**src/rtl/agh_arb_pkg.sv**
```systemverilog
// rtl/agh_arb_pkg.sv - FSM state, master index and response codes shared by the CSR arbiter
package agh_arb_pkg;

  typedef enum logic [1:0] {
    ST_IDLE  = 2'd0,
    ST_ISSUE = 2'd1,
    ST_RESP  = 2'd2
  } arb_state_t;

  typedef logic mst_idx_t;

  localparam mst_idx_t   MST_M0      = 1'b0;
  localparam mst_idx_t   MST_M1      = 1'b1;
  localparam logic [1:0] RESP_OKAY   = 2'b00;
  localparam logic [1:0] RESP_SLVERR = 2'b10;

endpackage

```
**src/rtl/agh_rr_arb.sv**
```systemverilog
// rtl/agh_rr_arb.sv - two-way round-robin grant; on a tie the master not granted last wins
module agh_rr_arb
  import agh_arb_pkg::*;
(
  input  logic [1:0] req,
  input  logic       last,
  output logic [1:0] grant
);

  always_comb begin
    grant = req;
    if (req == 2'b11) grant = (last == MST_M1) ? 2'b01 : 2'b10;
  end

endmodule

```
**src/rtl/agh_csr_arbiter.sv**
```systemverilog
// rtl/agh_csr_arbiter.sv - shares one Avalon-MM CSR slave between m0 and m1; AGH_ARB_TIMEOUT_EN adds a response timeout
module agh_csr_arbiter
  import agh_arb_pkg::*;
#(
  parameter int ADDR_W         = 10,
  parameter int TIMEOUT_CYCLES = 255
) (
  input  logic              clk,
  input  logic              rst,
  input  logic [ADDR_W-1:0] m0_address,
  input  logic              m0_read,
  input  logic              m0_write,
  input  logic [3:0]        m0_byteenable,
  input  logic [31:0]       m0_writedata,
  output logic              m0_waitrequest,
  output logic              m0_readdatavalid,
  output logic              m0_writeresponsevalid,
  output logic [1:0]        m0_response,
  output logic [31:0]       m0_readdata,
  input  logic [ADDR_W-1:0] m1_address,
  input  logic              m1_read,
  input  logic              m1_write,
  input  logic [3:0]        m1_byteenable,
  input  logic [31:0]       m1_writedata,
  output logic              m1_waitrequest,
  output logic              m1_readdatavalid,
  output logic              m1_writeresponsevalid,
  output logic [1:0]        m1_response,
  output logic [31:0]       m1_readdata,
  output logic [ADDR_W-1:0] s_address,
  output logic              s_read,
  output logic              s_write,
  output logic [3:0]        s_byteenable,
  output logic [31:0]       s_writedata,
  input  logic              s_waitrequest,
  input  logic              s_readdatavalid,
  input  logic              s_writeresponsevalid,
  input  logic [1:0]        s_response,
  input  logic [31:0]       s_readdata,
  output logic              err_timeout
);

  arb_state_t  state;
  mst_idx_t    gnt;
  mst_idx_t    last;
  logic [1:0]  req;
  logic [1:0]  rr_grant;
  logic        g_read;
  logic        g_write;
  logic        slv_valid;
  logic        to_fire;
  logic        to_rvalid;
  logic        to_wvalid;
  logic        r_rvalid;
  logic        r_wvalid;
  logic [1:0]  r_resp;
  logic [31:0] r_data;

  assign req       = {m1_read | m1_write, m0_read | m0_write};
  assign g_read    = (gnt == MST_M1) ? m1_read  : m0_read;
  assign g_write   = (gnt == MST_M1) ? m1_write : m0_write;
  assign slv_valid = s_readdatavalid | s_writeresponsevalid;

  agh_rr_arb u_rr_arb (
    .req   (req),
    .last  (last),
    .grant (rr_grant)
  );

  always_ff @(posedge clk) begin
    if (rst) begin
      state <= ST_IDLE;
      gnt   <= MST_M0;
      last  <= MST_M1;
    end else begin
      case (state)
        ST_IDLE: begin
          if (|req) begin
            gnt   <= (rr_grant == 2'b10) ? MST_M1 : MST_M0;
            state <= ST_ISSUE;
          end
        end
        ST_ISSUE: begin
          if (!s_waitrequest) state <= ST_RESP;
        end
        ST_RESP: begin
          if (slv_valid || to_fire) begin
            last  <= gnt;
            state <= ST_IDLE;
          end
        end
        default: state <= ST_IDLE;
      endcase
    end
  end

`ifdef AGH_ARB_TIMEOUT_EN
  localparam int CNT_W = $clog2(TIMEOUT_CYCLES + 1);

  logic [CNT_W-1:0] to_cnt;
  logic             to_err;
  logic             gnt_rd;

  // Fires on the TIMEOUT_CYCLES-th RESP cycle; a real slave response that cycle still wins.
  assign to_fire   = (state == ST_RESP) && !slv_valid && (to_cnt == CNT_W'(TIMEOUT_CYCLES - 1));
  assign to_rvalid = to_fire && gnt_rd;
  assign to_wvalid = to_fire && !gnt_rd;

  always_ff @(posedge clk) begin
    if (rst) begin
      to_cnt <= '0;
      to_err <= 1'b0;
      gnt_rd <= 1'b0;
    end else begin
      to_cnt <= (state == ST_RESP) ? to_cnt + CNT_W'(1) : '0;
      if (state == ST_ISSUE) gnt_rd <= g_read;
      if (to_fire) to_err <= 1'b1;
    end
  end

  assign err_timeout = to_err;
`else
  logic [31:0] unused_timeout_cycles;

  assign unused_timeout_cycles = 32'(TIMEOUT_CYCLES);
  assign to_fire     = 1'b0;
  assign to_rvalid   = 1'b0;
  assign to_wvalid   = 1'b0;
  assign err_timeout = 1'b0;
`endif

  always_comb begin
    s_address    = (gnt == MST_M1) ? m1_address    : m0_address;
    s_byteenable = (gnt == MST_M1) ? m1_byteenable : m0_byteenable;
    s_writedata  = (gnt == MST_M1) ? m1_writedata  : m0_writedata;
    s_read       = (state == ST_ISSUE) && g_read;
    s_write      = (state == ST_ISSUE) && g_write && !g_read;

    m0_waitrequest = 1'b1;
    m1_waitrequest = 1'b1;
    if (state == ST_ISSUE) begin
      if (gnt == MST_M1) m1_waitrequest = s_waitrequest;
      else               m0_waitrequest = s_waitrequest;
    end

    // Slave responses outside RESP are dropped, so an abandoned transaction cannot leak through.
    r_rvalid = 1'b0;
    r_wvalid = 1'b0;
    r_resp   = RESP_OKAY;
    r_data   = '0;
    if (state == ST_RESP) begin
      if (slv_valid) begin
        r_rvalid = s_readdatavalid;
        r_wvalid = s_writeresponsevalid;
        r_resp   = s_response;
        r_data   = s_readdatavalid ? s_readdata : '0;
      end else if (to_fire) begin
        r_rvalid = to_rvalid;
        r_wvalid = to_wvalid;
        r_resp   = RESP_SLVERR;
      end
    end

    m0_readdatavalid      = (gnt == MST_M0) && r_rvalid;
    m0_writeresponsevalid = (gnt == MST_M0) && r_wvalid;
    m0_response           = (gnt == MST_M0) ? r_resp : 2'b00;
    m0_readdata           = (gnt == MST_M0) ? r_data : '0;
    m1_readdatavalid      = (gnt == MST_M1) && r_rvalid;
    m1_writeresponsevalid = (gnt == MST_M1) && r_wvalid;
    m1_response           = (gnt == MST_M1) ? r_resp : 2'b00;
    m1_readdata           = (gnt == MST_M1) ? r_data : '0;
  end

endmodule

```
**config.mk**
```make
export PLATFORM = sky130hd
export DESIGN_NAME = agh_csr_arbiter
export DESIGN_NICKNAME = d
export VERILOG_FILES = /design/src/rtl/agh_arb_pkg.sv /design/src/rtl/agh_rr_arb.sv /design/src/rtl/agh_csr_arbiter.sv
export SDC_FILE = /design/constraint.sdc
export NUM_CORES = 1
export LEC_CHECK = 0
export CAP_MARGIN = 20
export CORE_AREA = 2 2 99 101
export CTS_CLUSTER_DIAMETER = 150
export CTS_CLUSTER_SIZE = 8
export DETAILED_ROUTE_END_ITERATION = 8
export DIE_AREA = 0 0 101 103
export GPL_ROUTABILITY_DRIVEN = 0
export MAX_ROUTING_LAYER = met4
export SLEW_MARGIN = 20
export SYNTH_ARGS = -nofsm -noshare
export SYNTH_HDL_FRONTEND = slang
export SYNTH_HIERARCHICAL = 1
export SYNTH_SLANG_ARGS = --single-unit
```
**constraint.sdc**
```tcl
create_clock -name clk -period 1.9 [get_ports clk]
set_input_delay 0.38 -clock clk [delete_from_list [all_inputs] [get_ports clk]]
set_output_delay 0.38 -clock clk [all_outputs]
set_load 0.05 [all_outputs]
```
# [Word-level counts from Yosys, hierarchy flattened]
# Cells that the tools add are included.
[word_totals] output_inout_bits=123 wordCells=56 register_bits=4
[classes] n_eq_ne=7 muxes=29 reduce_logical=13 bitwise=4
[ops] op="32-bit 2-to-1 mux" n=6
[ops] op="2-bit 2-to-1 mux" n=9
[ops] op="1-bit 2-to-1 mux" n=11
[ops] op="10-bit 2-to-1 mux" n=1
[ops] op="1-bit logical AND" n=7
[ops] op="2-bit == test (second input constant)" n=3
[ops] op="2-bit inequality test (second input constant)" n=3
[ops] op="2-bit case mux with 3 select lines" n=1
[ops] op="4-bit 2-to-1 mux" n=1
[ops] op="2-bit AND reduction" n=2
[ops] op="1-bit OR" n=3
[ops] op="3-bit AND reduction" n=1
[ops] op="2-bit by 1-bit == test with 1-bit output (second input constant)" n=1
[ops] op="2-bit zero test" n=1
[ops] op="2-bit OR reduction" n=1
[ops] op="1-bit zero test" n=1
[ops] op="1-bit NOT" n=1

# [Longest topological paths before layout]
[logic_depth] word_depth=5 ltp_mapped=5

# [Modules after synthesis]
# The synthesis kept the hierarchy.
[modules_own_cells] mod="agh_csr_arbiter" seq_area_each_um2=80.1 n_inst=1 area_per_inst_um2=1330.0 cells_each=168
[modules_own_cells] mod="agh_rr_arb" seq_area_each_um2=0.0 n_inst=1 area_per_inst_um2=18.8 cells_each=3

# [Least setup slack after synthesis]
# OpenSTA, ideal clock, no wires.
[synth_timing] path_type="register to output" from="register gnt" to="output port s_write" t_required_ns=1.520 arrival_time_ns=1.556 path_buffers=3 stages_incl_launch_ff=6 slack_ns=-0.036 cell_sequence="dfxtp_1 -> buf_2 -> buf_2 -> buf_2 -> a32oi_1 -> nor2_1"
[synth_via] elab_chain_len=3 elab_cells_between_ends=5
[synth_rtl] item="start, declared" line="agh_csr_arbiter.sv:44" rtl="mst_idx_t gnt;"
[synth_rtl] item="start signal, assigned" line="agh_csr_arbiter.sv:79" rtl="gnt <= (rr_grant == 2'b10) ? MST_M1 : MST_M0;"
[synth_rtl] item="1-bit 2-to-1 mux, on equally long branches" line="agh_csr_arbiter.sv:61, agh_csr_arbiter.sv:60"
[synth_rtl] item="1-bit logical AND / 1-bit zero test (equally long branches)" line="agh_csr_arbiter.sv:137" rtl="s_write = (state == ST_ISSUE) && g_write && !g_read;"
[synth_rtl] item="1-bit logical AND (*)" line="agh_csr_arbiter.sv:137"
[synth_rtl] item="end, declared" line="agh_csr_arbiter.sv:32" rtl="output logic s_write,"
# Mark *: on every way between the ends. The rest lies on a longest branch, timed or not.

# [Worst setup path in the final report]
[layout_timing] from="register state[0]" to="output port m0_readdata[20]"
[layout_via] elab_chain_len=3
[layout_rtl] item="start, declared" line="agh_csr_arbiter.sv:43" rtl="arb_state_t state;"
[layout_rtl] item="start signal, assigned" line="agh_csr_arbiter.sv:72" rtl="state <= ST_IDLE;"
[layout_rtl] item="start signal, assigned" line="agh_csr_arbiter.sv:80" rtl="state <= ST_ISSUE;"
[layout_rtl] item="start signal, assigned" line="agh_csr_arbiter.sv:84" rtl="if (!s_waitrequest) state <= ST_RESP;"
[layout_rtl] item="2-bit == test" line="agh_csr_arbiter.sv:151" rtl="if (state == ST_RESP) begin"
[layout_rtl] item="32-bit 2-to-1 mux" line="agh_csr_arbiter.sv:151"
[layout_rtl] item="32-bit 2-to-1 mux" line="agh_csr_arbiter.sv:167" rtl="m0_readdata = (gnt == MST_M0) ? r_data : '0;"
[layout_rtl] item="end, declared" line="agh_csr_arbiter.sv:19" rtl="output logic [31:0] m0_readdata,"
# No other way between the ends.

==> metrics.md <==
| Metric | Value |
|---|---|
| Final setup vio count | 0 |
| Hold Path Stages | 1 |
| Worst setup slack after layout | 0.0710 ns |
| First-pass GRT wire length | 11300 µm |
| Fin. max-slew vios | 0 |
| H-tree level count | 1 |
| DRC | 0 |
| Fmax | 547 MHz |
| Nets | 563 |
| Post-DP HPWL | 7430 µm |
| Clk sinks | 4 |
| Num ports | 258 |
| Max-cap viol count | 0 |
| Metal3 WL | 827 µm |
| Via density per instance | 4.06 |
| Post-CTS setup buffers | 0 |
| Reg clk slew, reported paths | 0.03 ns |
| Pre-antenna DRT Iters | 4 |
| Detailed Route WL | 8220 µm |
| Final period util | 0.963 |
| Largest net degree at the start of global routing | 42 |
| Post-layout util | 0.517 |
| Setup TNS | 0 ns |
| Hold Crit Start | state[1]$_SDFFE_PP0P_ |
| RSZ-0062 raised after global routing | false |
| Total Power | 1.17 mW |
| PwrDens | 239 nW/µm² |
| Reg2reg setup slack | 0.58 ns |
| Iteration-0 DRC count of the detailed router | 23 |
| Nature of the critical path endpoint | primary output |
| Post-synthesis sequential area ratio | 0.0594 |
| DRT met1 WL | 2980 µm |
| Num CTS Buffers | 3 |
| Cell row count | 36 |
| All-Layer GR Usage | 0.146 |
| Outcome | completed |
| Clk Latency, worst-skew pair | 0.21 ns |
| Synth warnings | 6 |
| DIE WIDTH | 101 µm |
| Critical Path Start Type | flop |
| Count of cell types in the netlist | 29 |
| Placed Cells | 537 |
| Clock group share of total power | 0.149 |
| Worst IR drop on VDD | 0.141 mV |
| Seq pwr share | 0.081 |
| DP Worst Slack | -0.157 ns |
| Top FF cell, synth | dfxtp_1 |
| # hold bufs at CTS | 0 |
| Data arrival, critical path | 1.45 ns |
| Net Switching | 472 µW |
| Port buffer count | 256 |
| Area delta synth->final | 262% |
| Final Skew | 0.00109 ns |
| HP Class | reg -> reg |
| Die ar. | 10400 µm² |
| Cell count after synthesis | 171 |
| Syn_nets | 306 |
| FILL cells | 860 |
| Reg2reg start | state[0]$_SDFFE_PP0P_ |
| Via count | 2193 |
| P_leak | 2.00 nW |
| Vias in the first global route | 2056 |
| RR Endpoint | last$_SDFFE_PP1P_ |
| Initial Utilization | 0.143 |
| Grt ovf | 0 |
| R2R cell count | 5 |
| Worst hold path endpoint | state[0]$_SDFFE_PP0P_ |
| Antenna violations before repair | 0 |
| Kind of critical path | reg -> out |
| Met2 WL | 4380 µm |
| Post-route ant nets | 0 |
| Clock Path Buffers | 2 |
| Switch share | 0.404 |
| Final Hold Vio Count | 0 |
| Die Y | 103 µm |
| Fraction of registers with async set/reset | 0 |
| Avg Inst Size Synth | 7.89 µm² |
| Highest routed layer | met4 |
| Post-synth EDFFs | 0 |
| Min cycle time layout | 1.83 ns |
| CORE AREA | 9460 µm² |
| Root buf cell | clkbuf_8 |
| Flops & latches, synth | 4 |
| Required @ worst endpoint | 1.52 ns |
| Post-Syn Area | 1350 µm² |
| Pint | 696 µW |
| Ratio of cells with drive above 1 in the final layout | 0.472 |
| WL/cell | 15.2 µm |
| Max FO, Critical Path | 25 |
| Ant diodes | 0 |
| CTS tree | done |
| Multi-input logic area | 1210 µm² |
| Seq. cell area | 82.6 µm² |
| Comb pwr share | 0.770 |
| Fin cells | 540 |
cell usage in the layout (no fill, tap or decap), types with 3 or more instances in the layout:
cell type        instances
buf_4                   48
and2_4                   6
nor2_1                   8
clkdlybuf4s50_1        132
and3_4                   3
and2_1                  59
buf_12                  85
mux2_2                  46
clkbuf_8                 3
final cells by class:
cell class / count / area share
repair buffers: 267 / 0.696
multi-input cells: 150 / 0.248
well taps: 114 / 0.0292
flip-flops and latches: 4 / 0.0169
clock buffers: 3 / 0.00845
inverters: 2 / 0.00154
state kept, by name, summed over array words and instances, names as in the netlist:
signal	count
gnt	1
state	2
last	1
metrics by stage:
stage | cell area, µm² | hold WS [ns]
after floorplan | 1350 | 0.427
after global placement | 4820 | 0.449
after detailed placement | 4820 | 0.455
after CTS | 4870 | 0.473
after global routing | 4890 | 0.460
final | 4890 | 0.434
cells in the mapped netlist (2+ instances only):
cell / count / area, µm²
buf_2: 11 / 55.1
nand3_1: 2 / 10.0
buf_4: 4 / 30.0
mux2i_1: 2 / 20.0
nor2_1: 10 / 37.5
nand2_1: 2 / 7.51
mux2_2: 46 / 518
or2_2: 2 / 12.5
and2_1: 65 / 407
and3_1: 3 / 18.8
dfxtp_1: 4 / 80.1
inv_1: 2 / 7.51
a21boi_0: 2 / 15.0
worst max-delay path by stage:
stage	startpoint	to	slack, ns	cells after the start
global route	state[1]$_SDFFE_PP0P_	m0_readdata[26]	0.001	5
floorplan	state[1]$_SDFFE_PP0P_	m0_readdata[22]	0.04	5
CTS	state[1]$_SDFFE_PP0P_	m0_readdata[20]	0.02	5
finish	state[0]$_SDFFE_PP0P_	m0_readdata[20]	0.07	5
detailed placement	s_readdatavalid	m1_response[1]	-0.16	5
global placement	s_readdatavalid	m1_response[1]	-0.14	5
power groups by stage:
stage,clock network (mW),registers (mW),logic (mW)
global placement,0,0.0947,0.894
detailed placement,0,0.0948,0.902
floorplan,0,0.0931,0.404
finish,0.174,0.0952,0.899
CTS,0.181,0.0949,0.906
global route,0.187,0.0961,0.940
timing repair:
action                                  in CTS  in global routing
gates resized for setup                      7                  6
pin swaps                                    2                  0
endpoints found under the setup margin      68                 64
worst max-delay path, cell delays in order, from the launching register on:
cell	delay [ns]
dfxtp_1	0.35
nor2b_4	0.16
and3b_4	0.23
buf_12	0.15
and2_1	0.18
buf_12	0.15
per-layer routing:
layer,up-vias,track usage
li1,1084,-
met1,955,0.167
met2,152,0.264
met3,2,0.0373
met4,0,0.0187
met5,-,-
cells by family (layout without fill, tap and decap cells):
logic type	Yosys count	after routing	synth area share
simple gates	93	93	0.420
mux	48	48	0.399
buf+inv	17	272	0.0686
compound gates	8	8	0.0501
flops	4	4	0.0594
other cells	1	1	0.00278
No activity file was read; power rests on OpenSTA's default activity.
